$ cat src/rtl/dma_transfer_engine.sv
// rtl/dma_transfer_engine.sv - DMA engine: device request/ack responder driving the openMSP430 DMA master port
//
// Moves a block of 16-bit words between a requesting device and memory.
// The device presents start address, word count and direction with a level
// request. Each word is handshaked with dev_ack, carried out as one memory
// access and acknowledged with a one-cycle dma_ack. Completion or failure is
// then reported as a level flag until the request drops.
//
// Ports:
//   clk, reset_n        clock, asynchronous active-low reset
//   dma_rqst            device block request (level)
//   dma_rd_wr           1 = memory->device, 0 = device->memory
//   dma_start_address   first byte address (bit 0 ignored)
//   dma_num_words       number of words to move
//   dev_ack             device ready for the next word
//   dev_out             write data from the device
//   dev_in              registered read data to the device
//   dma_ack             one-cycle pulse per completed word
//   dma_end_flag        transfer finished (level)
//   dma_error_flag      transfer failed (level)
//   dma_addr/din/en/we  memory master request
//   dma_priority        constant bus priority
//   dma_dout/ready/resp memory master response

module dma_transfer_engine #(
    parameter int unsigned TIMEOUT_CYCLES = 255,
    parameter logic        DMA_PRIO       = 1'b0
) (
    input  logic        clk,
    input  logic        reset_n,
    input  logic        dma_rqst,
    input  logic        dma_rd_wr,
    input  logic [15:0] dma_start_address,
    input  logic [15:0] dma_num_words,
    input  logic        dev_ack,
    input  logic [15:0] dev_out,
    output logic [15:0] dev_in,
    output logic        dma_ack,
    output logic        dma_end_flag,
    output logic        dma_error_flag,
    output logic [14:0] dma_addr,
    output logic [15:0] dma_din,
    output logic        dma_en,
    output logic [1:0]  dma_we,
    output logic        dma_priority,
    input  logic [15:0] dma_dout,
    input  logic        dma_ready,
    input  logic        dma_resp
);

    typedef enum logic [2:0] {
        IDLE     = 3'd0,
        WAIT_DEV = 3'd1,
        ACCESS   = 3'd2,
        ACK      = 3'd3,
        GAP      = 3'd4,
        DONE     = 3'd5,
        ERR      = 3'd6
    } state_t;

    // The error fires when the incremented wait count would reach
    // TIMEOUT_CYCLES, so dma_en stays high for exactly TIMEOUT_CYCLES cycles.
    localparam bit         TO_ENABLE = (TIMEOUT_CYCLES != 0);
    localparam logic [7:0] TO_LAST   = 8'(TIMEOUT_CYCLES - 1);

    state_t      state, state_nxt;
    // Word address: a byte address stepping by 2 modulo 2^16 is the same as
    // a word address stepping by 1 modulo 2^15.
    logic [14:0] addr, addr_nxt;
    logic [15:0] cnt, cnt_nxt;
    logic        dir, dir_nxt;
    logic [7:0]  tcnt, tcnt_nxt;
    logic [15:0] dev_in_nxt;

    always_ff @(posedge clk or negedge reset_n) begin
        if (!reset_n) begin
            state  <= IDLE;
            addr   <= 15'd0;
            cnt    <= 16'd0;
            dir    <= 1'b0;
            tcnt   <= 8'd0;
            dev_in <= 16'd0;
        end else begin
            state  <= state_nxt;
            addr   <= addr_nxt;
            cnt    <= cnt_nxt;
            dir    <= dir_nxt;
            tcnt   <= tcnt_nxt;
            dev_in <= dev_in_nxt;
        end
    end

    always_comb begin
        state_nxt  = state;
        addr_nxt   = addr;
        cnt_nxt    = cnt;
        dir_nxt    = dir;
        tcnt_nxt   = tcnt;
        dev_in_nxt = dev_in;

        case (state)
            IDLE: begin
                tcnt_nxt = 8'd0;
                if (dma_rqst) begin
                    addr_nxt = 15'((dma_start_address & 16'hFFFE) >> 1);
                    cnt_nxt  = dma_num_words;
                    dir_nxt  = dma_rd_wr;
                    state_nxt = (dma_num_words == 16'd0) ? DONE : WAIT_DEV;
                end
            end

            WAIT_DEV: begin
                if (!dma_rqst) begin
                    state_nxt = IDLE;
                end else if (dev_ack) begin
                    tcnt_nxt  = 8'd0;
                    state_nxt = ACCESS;
                end
            end

            ACCESS: begin
                if (dma_ready) begin
                    if (dma_resp) begin
                        state_nxt = ERR;
                    end else begin
                        if (dir) begin
                            dev_in_nxt = dma_dout;
                        end
                        addr_nxt = addr + 15'd1;
                        cnt_nxt  = cnt - 16'd1;
                        // A dropped request still lets the access finish,
                        // but the word is not acknowledged.
                        state_nxt = dma_rqst ? ACK : IDLE;
                    end
                end else begin
                    tcnt_nxt = tcnt + 8'd1;
                    if (TO_ENABLE && (tcnt == TO_LAST)) begin
                        state_nxt = ERR;
                    end
                end
            end

            ACK: begin
                state_nxt = GAP;
            end

            // dev_ack is ignored here so a device that holds it for an
            // extra cycle does not trigger a second word.
            GAP: begin
                if (cnt == 16'd0) begin
                    state_nxt = DONE;
                end else if (!dma_rqst) begin
                    state_nxt = IDLE;
                end else begin
                    state_nxt = WAIT_DEV;
                end
            end

            DONE, ERR: begin
                if (!dma_rqst) begin
                    state_nxt = IDLE;
                end
            end

            default: begin
                state_nxt = IDLE;
            end
        endcase
    end

    // Outputs decode from the state register so that an asynchronous reset
    // returns them to their idle values immediately.
    always_comb begin
        dma_en         = 1'b0;
        dma_addr       = 15'd0;
        dma_we         = 2'b00;
        dma_din        = 16'd0;
        dma_ack        = 1'b0;
        dma_end_flag   = 1'b0;
        dma_error_flag = 1'b0;

        case (state)
            ACCESS: begin
                dma_en   = 1'b1;
                dma_addr = addr;
                dma_we   = dir ? 2'b00 : 2'b11;
                dma_din  = dev_out;
            end
            ACK: begin
                dma_ack = 1'b1;
            end
            DONE: begin
                dma_end_flag = 1'b1;
            end
            ERR: begin
                dma_end_flag   = 1'b1;
                dma_error_flag = 1'b1;
            end
            default: begin
            end
        endcase
    end

    assign dma_priority = DMA_PRIO;

endmodule

$ cat config.mk
export PLATFORM = sky130hd
export DESIGN_NAME = dma_transfer_engine
export DESIGN_NICKNAME = d
export VERILOG_FILES = /design/src/rtl/dma_transfer_engine.sv
export SDC_FILE = /design/constraint.sdc
export NUM_CORES = 1
export LEC_CHECK = 0
export CORE_UTILIZATION = 45
export CTS_CLUSTER_SIZE = 12
export DETAILED_ROUTE_END_ITERATION = 8
export HOLD_SLACK_MARGIN = 0.02
export PLACE_DENSITY = 0.83
export SETUP_SLACK_MARGIN = 0.02
export SLEW_MARGIN = 10
export SYNTH_ARGS = -nofsm -noshare
export SYNTH_HDL_FRONTEND = slang
export SYNTH_SLANG_ARGS = --single-unit
$ cat constraint.sdc
create_clock -name clk -period 6.37 [get_ports clk]
set_clock_uncertainty 0.1 [all_clocks]
set_input_delay 1.274 -clock clk [delete_from_list [all_inputs] [get_ports clk]]
set_output_delay 1.274 -clock clk [all_outputs]
set_load 0.03 [all_outputs]
== Word-level counts from Yosys, hierarchy flattened ==
Cells that the tools add are included.
Operators by class
  add/sub/neg operators: 3
  equal/unequal tests: 16
  muxes and demuxes: 32
  bitwise logic cells: 1
  reduce and logical (&&, ||, !) cells: 11
Operators with widths (number)
  2-to-1 mux 16 bit: 4
  2-to-1 mux 15 bit: 4
  logical NOT 16 bit: 2
  case mux 16 bit (2 select lines): 1
  case mux 15 bit (2 select lines): 1
  2-to-1 mux 3 bit: 9
  2-to-1 mux 8 bit: 3
  case mux 8 bit (3 select lines): 1
  case mux 3 bit (6 select lines): 1
  AND reduction 4 bit: 4
  subtractor 16 x 1 -> 16 bit, second input constant: 1
  adder 15 x 1 -> 15 bit, second input constant: 1
  inequality test 2 bit, second input constant: 7
  == test 3 bit, second input constant: 3
  adder 8 x 1 -> 8 bit, second input constant: 1
  == test 8 bit, second input constant: 1
  == test 3 x 2 -> 1 bit, second input constant: 2
  2-to-1 mux 2 bit: 3
  inequality test 3 bit, second input constant: 2
  2-to-1 mux 1 bit: 5
  == test 3 x 1 -> 1 bit, second input constant: 1
  logical NOT 3 bit: 1
  nonzero test 3 bit: 1
  AND reduction 2 bit: 1
  other kinds (3): 3
Word-level totals
  register bits after elaboration: 59
  bits of input ports: 71
  output and inout bits: 54
  word-level logic and storage cells: 69

== Longest topological paths before layout ==
  depth in word-level cells: 4
  depth in mapped cells: 8
  mapped depth without buffers: 6

== Worst setup path before layout ==
No wires, ideal clock.
  path type: reg-to-output
  from: register state[2]
  to: output dma_din[10]
  arrival: 1.951 ns
  setup slack: 3.045 ns
  cell stages (with the launch flop): 7
  buffers on the path: 3
  cells stage by stage: dfrtp_1 > or3b_1 > buf_2 > inv_1 > buf_2 > clkbuf_1 > and2_1
Between the ends
  longest elaborated chain between the ends: 2
RTL lines
  start: declaration: RTL line 66  | state_t state, state_nxt;
  start signal: assignment: RTL line 84  | state <= state_nxt;
  == test 3 x 2 -> 1 bit: RTL line 182  | case (state)
  2-to-1 mux 16 bit: RTL line 182
  end: declaration: RTL line 42  | output logic [15:0] dma_din,
No other way between the ends.

== Worst setup path after layout ==
  from: register state[2]
  to: output dma_addr[5]
Between the ends
  longest elaborated chain between the ends: 2
RTL lines
  == test 3 x 2 -> 1 bit: RTL line 182
  2-to-1 mux 15 bit: RTL line 182
  end: declaration: RTL line 41  | output logic [14:0] dma_addr,
No other way between the ends.

==> metrics.yaml <==
yosys.area_share.adder: 0.0139
final_period_minus_worst_setup_slack_ps: 4480
start_util: 0.465
report.final.slew_viol_count: 0
numClockSinks: 59
yosys.area_share.xor_xnor: 0
final.period_utilization: 0.703
grt_setup_unrepaired: "no"
filler_cell_count: 632
detailedRoute.firstPassIterationCount: 5
routed_wire_length_per_instance_microns: 15.3
power-per-cell-area_mw_per_mm2: 426
criticalPathCategory: "flop to primary output"
synth_seq_area_share: 0.411
post_synth_main_area_contributors: "sky130_fd_sc_hd__dfrtp_1 (41%), sky130_fd_sc_hd__mux2_2 (5.3%), sky130_fd_sc_hd__a21oi_1 (5.0%)"
core-area_sq_mm: 0.00773
dp_slack_ps: 2250
most_frequent_standard_cell_in_the_layout_excluding_fill_and_tap_cells: "sky130_fd_sc_hd__clkdlybuf4s50_1"
final.hold.worst_slack_ps: 390
post_route_cells_drive_above_1_share: 0.0925
synth_nets: 483
power_report.internal_total_mw: 1.22
cts.reportedPaths.clkPinSlew_ps: 80
ctsHtreeMaxLevel: 3
dominantRegCellSynth: "sky130_fd_sc_hd__dfrtp_1"
cp_data_required_time_ps: 5000
critical_path_peak_fanout: 38
power.share.sequential: 0.328
finalWeightedCongestion: 0.884
vias: 3620
netSwitchingFraction: 0.436
finalWirelength_microns: 9520
finalInstanceArea_sq_mm: 0.00506
hpwlAfterDp_microns: 6520
most-common-layout-cells: "sky130_fd_sc_hd__clkdlybuf4s50_1 (121), sky130_fd_sc_hd__dfrtp_1 (59), sky130_fd_sc_hd__a21oi_1 (35)"
achievable-frequency_mhz: 223
fin_tns_setup_ps: 0
dieArea_sq_mm: 0.00835
total_leakage_power_nw: 2.07
cts.hold.buffers_added: 0
fin_nets: 589
antenna_left: 0
synthSimpleGateAreaFrac: 0.229
fraction_of_the_mapped_netlist_area_in_compound_gates: 0.229
cell_row_count: 32
viasPerCell: 5.83
multi_input_area_sq_mm: 0.00192
cp_slowest_cell: "sky130_fd_sc_hd__clkdlybuf4s50_1"
max-cap-violations: 0
postSynthRegisterBits: 59
tritoncts.num_buffers: 9
status: "finished, final reports clean"
synth_top_area_frac: 0.411
grt_antenna_before_repair: 0
synthDominantAreaCellType: "sky130_fd_sc_hd__dfrtp_1"
switching_power_summed_over_all_nets_mw: 0.939
synth_area_per_cell_sq_um: 8.81
cp.arrival_ps: 3100
insertion_delay_ps: 330
critPathCaptureType: "primary output"
tightest_slew_ps: 1040
grt_start_max_net_pins: 60
cts_repair_resize_count: 0
worstHoldPathType: "flop to flop"
synth_top_family_by_area: "compound AO/OA/AOI/OAI gates"
synth_edf_count: 0
final.setup.worst_slack_ps: 1890
syn_inst: 408
grt.overflow.total: 0
fp.dieH_microns: 91.4
async_flop_share: 1.00
setup_violations: 0
netlist_area_sq_mm: 0.00360
worstPathCellList: "or3b_1, inv_2, buf_4, nand2_1, inv_1, clkdlybuf4s50_1"
post_cts.repair.setup_buffers: 0
drt_drc_violations_left: 0
antenna_cells: 0
drt_iter0_markers: 293
first_global_vias: 3295
chipWidth_microns: 91.4
timing.critical_path.from_type: "flop"
ir_drop_mv: 0.239
port-buffer-count: 122
clock_tree.root_cell: "sky130_fd_sc_hd__clkbuf_8"
tritoncts: "done"
detailed_place.area_sq_mm: 0.00484
muxShareOfSynthArea: 0.0616
clock_path_buffers: 2
grt_first_pass_wirelength_microns: 15600
final-hold-violation-count: 0
pwr-share-clk: 0.179
yosys.cell_types.count: 60
io_pins: 125
globalRouteTotalUtil: 0.231
power.combinational.fraction: 0.493
seq_area_sq_mm: 0.00148
areaGrowthSynthToFinish_pct: 40.8
timing.slew.headroom: 0.307
critical_path.max_stage_delay_ps: 670
ys_warn_count: 0
## critical path: cells and delay by family (launching register included)
kind / cells / cell delay (ps)
buf+inv: 4 / 1590
simple gates: 2 / 610
flops: 1 / 560
## synth_stat cells, drive strengths merged, types with 8 or more instances
master,instances
dfrtp,59
a21oi,36
nand2,32
o21ai,28
and2,26
nor2,20
clkbuf,19
inv,17
mux2,17
buf,12
nand3,11
nor4,10
nor3,8
o211ai,8
o22ai,8
o31ai,8
## final timing paths
kind                               start     endpoint  slack, ps  depth (start not counted)
min in group asynchronous        reset_n    dev_in[1]        970                          2
max in group asynchronous        reset_n       cnt[7]       4670                          2
worst max-delay path            state[2]  dma_addr[5]       1890                          6
worst max register to register  state[2]    dev_in[8]       3730                          4
worst min register to register   tcnt[6]      tcnt[6]        390                          1
worst min-delay path             tcnt[6]      tcnt[6]        390                          1
## cell type report
type / count / area share
clock inverters: 7 / 0.0200
well taps: 102 / 0.0252
inverters: 17 / 0.0126
clock buffers: 9 / 0.0245
flip-flops and latches: 59 / 0.292
repair buffers: 126 / 0.246
multi-input cells: 301 / 0.380
## logic make-up (layout without fill, tap and decap cells)
family | Yosys count | after routing
and+or+nand+nor | 147 | 147
DFF | 59 | 59
buffers and inverters | 48 | 159
AOI/OAI and AO/OA | 129 | 129
muxes | 20 | 20
adders and majority gates | 4 | 4
other | 1 | 1
## flip-flops by register name (all words and copies together), names as in the netlist
| signal | cells |
|---|---|
| cnt | 16 |
| dev_in | 16 |
| addr | 15 |
| tcnt | 8 |
| state | 3 |
| dir | 1 |
## power by group through the flow
| stage | combinational, mW | clock, mW | sequential [mW] |
|---|---|---|---|
| 6_report | 1.06 | 0.387 | 0.707 |
| 5_1_grt | 1.16 | 0.413 | 0.737 |
| 4_1_cts | 1.06 | 0.393 | 0.703 |
| 3_5_place_dp | 1.06 | 0 | 0.708 |
| 3_3_place_gp | 1.03 | 0 | 0.696 |
| 2_1_floorplan | 0.647 | 0 | 0.755 |
## layer usage
metal  track usage  vias up  part of all wire
li1              -     1720                 -
met1         0.313     1720              0.44
met2         0.372      167              0.48
met3        0.0352       13             0.067
met4        0.0886        0             0.014
met5             0        -                 0
## through the flow
stage	std cells	total power, mW	utilization
after global placement	605	1.73	0.626
final	621	2.16	0.655
after floorplan	408	1.40	-
after detailed placement	605	1.77	0.626
after global routing	621	2.31	0.655
after CTS	621	2.16	0.655
(Power assumes the default switching activity.)
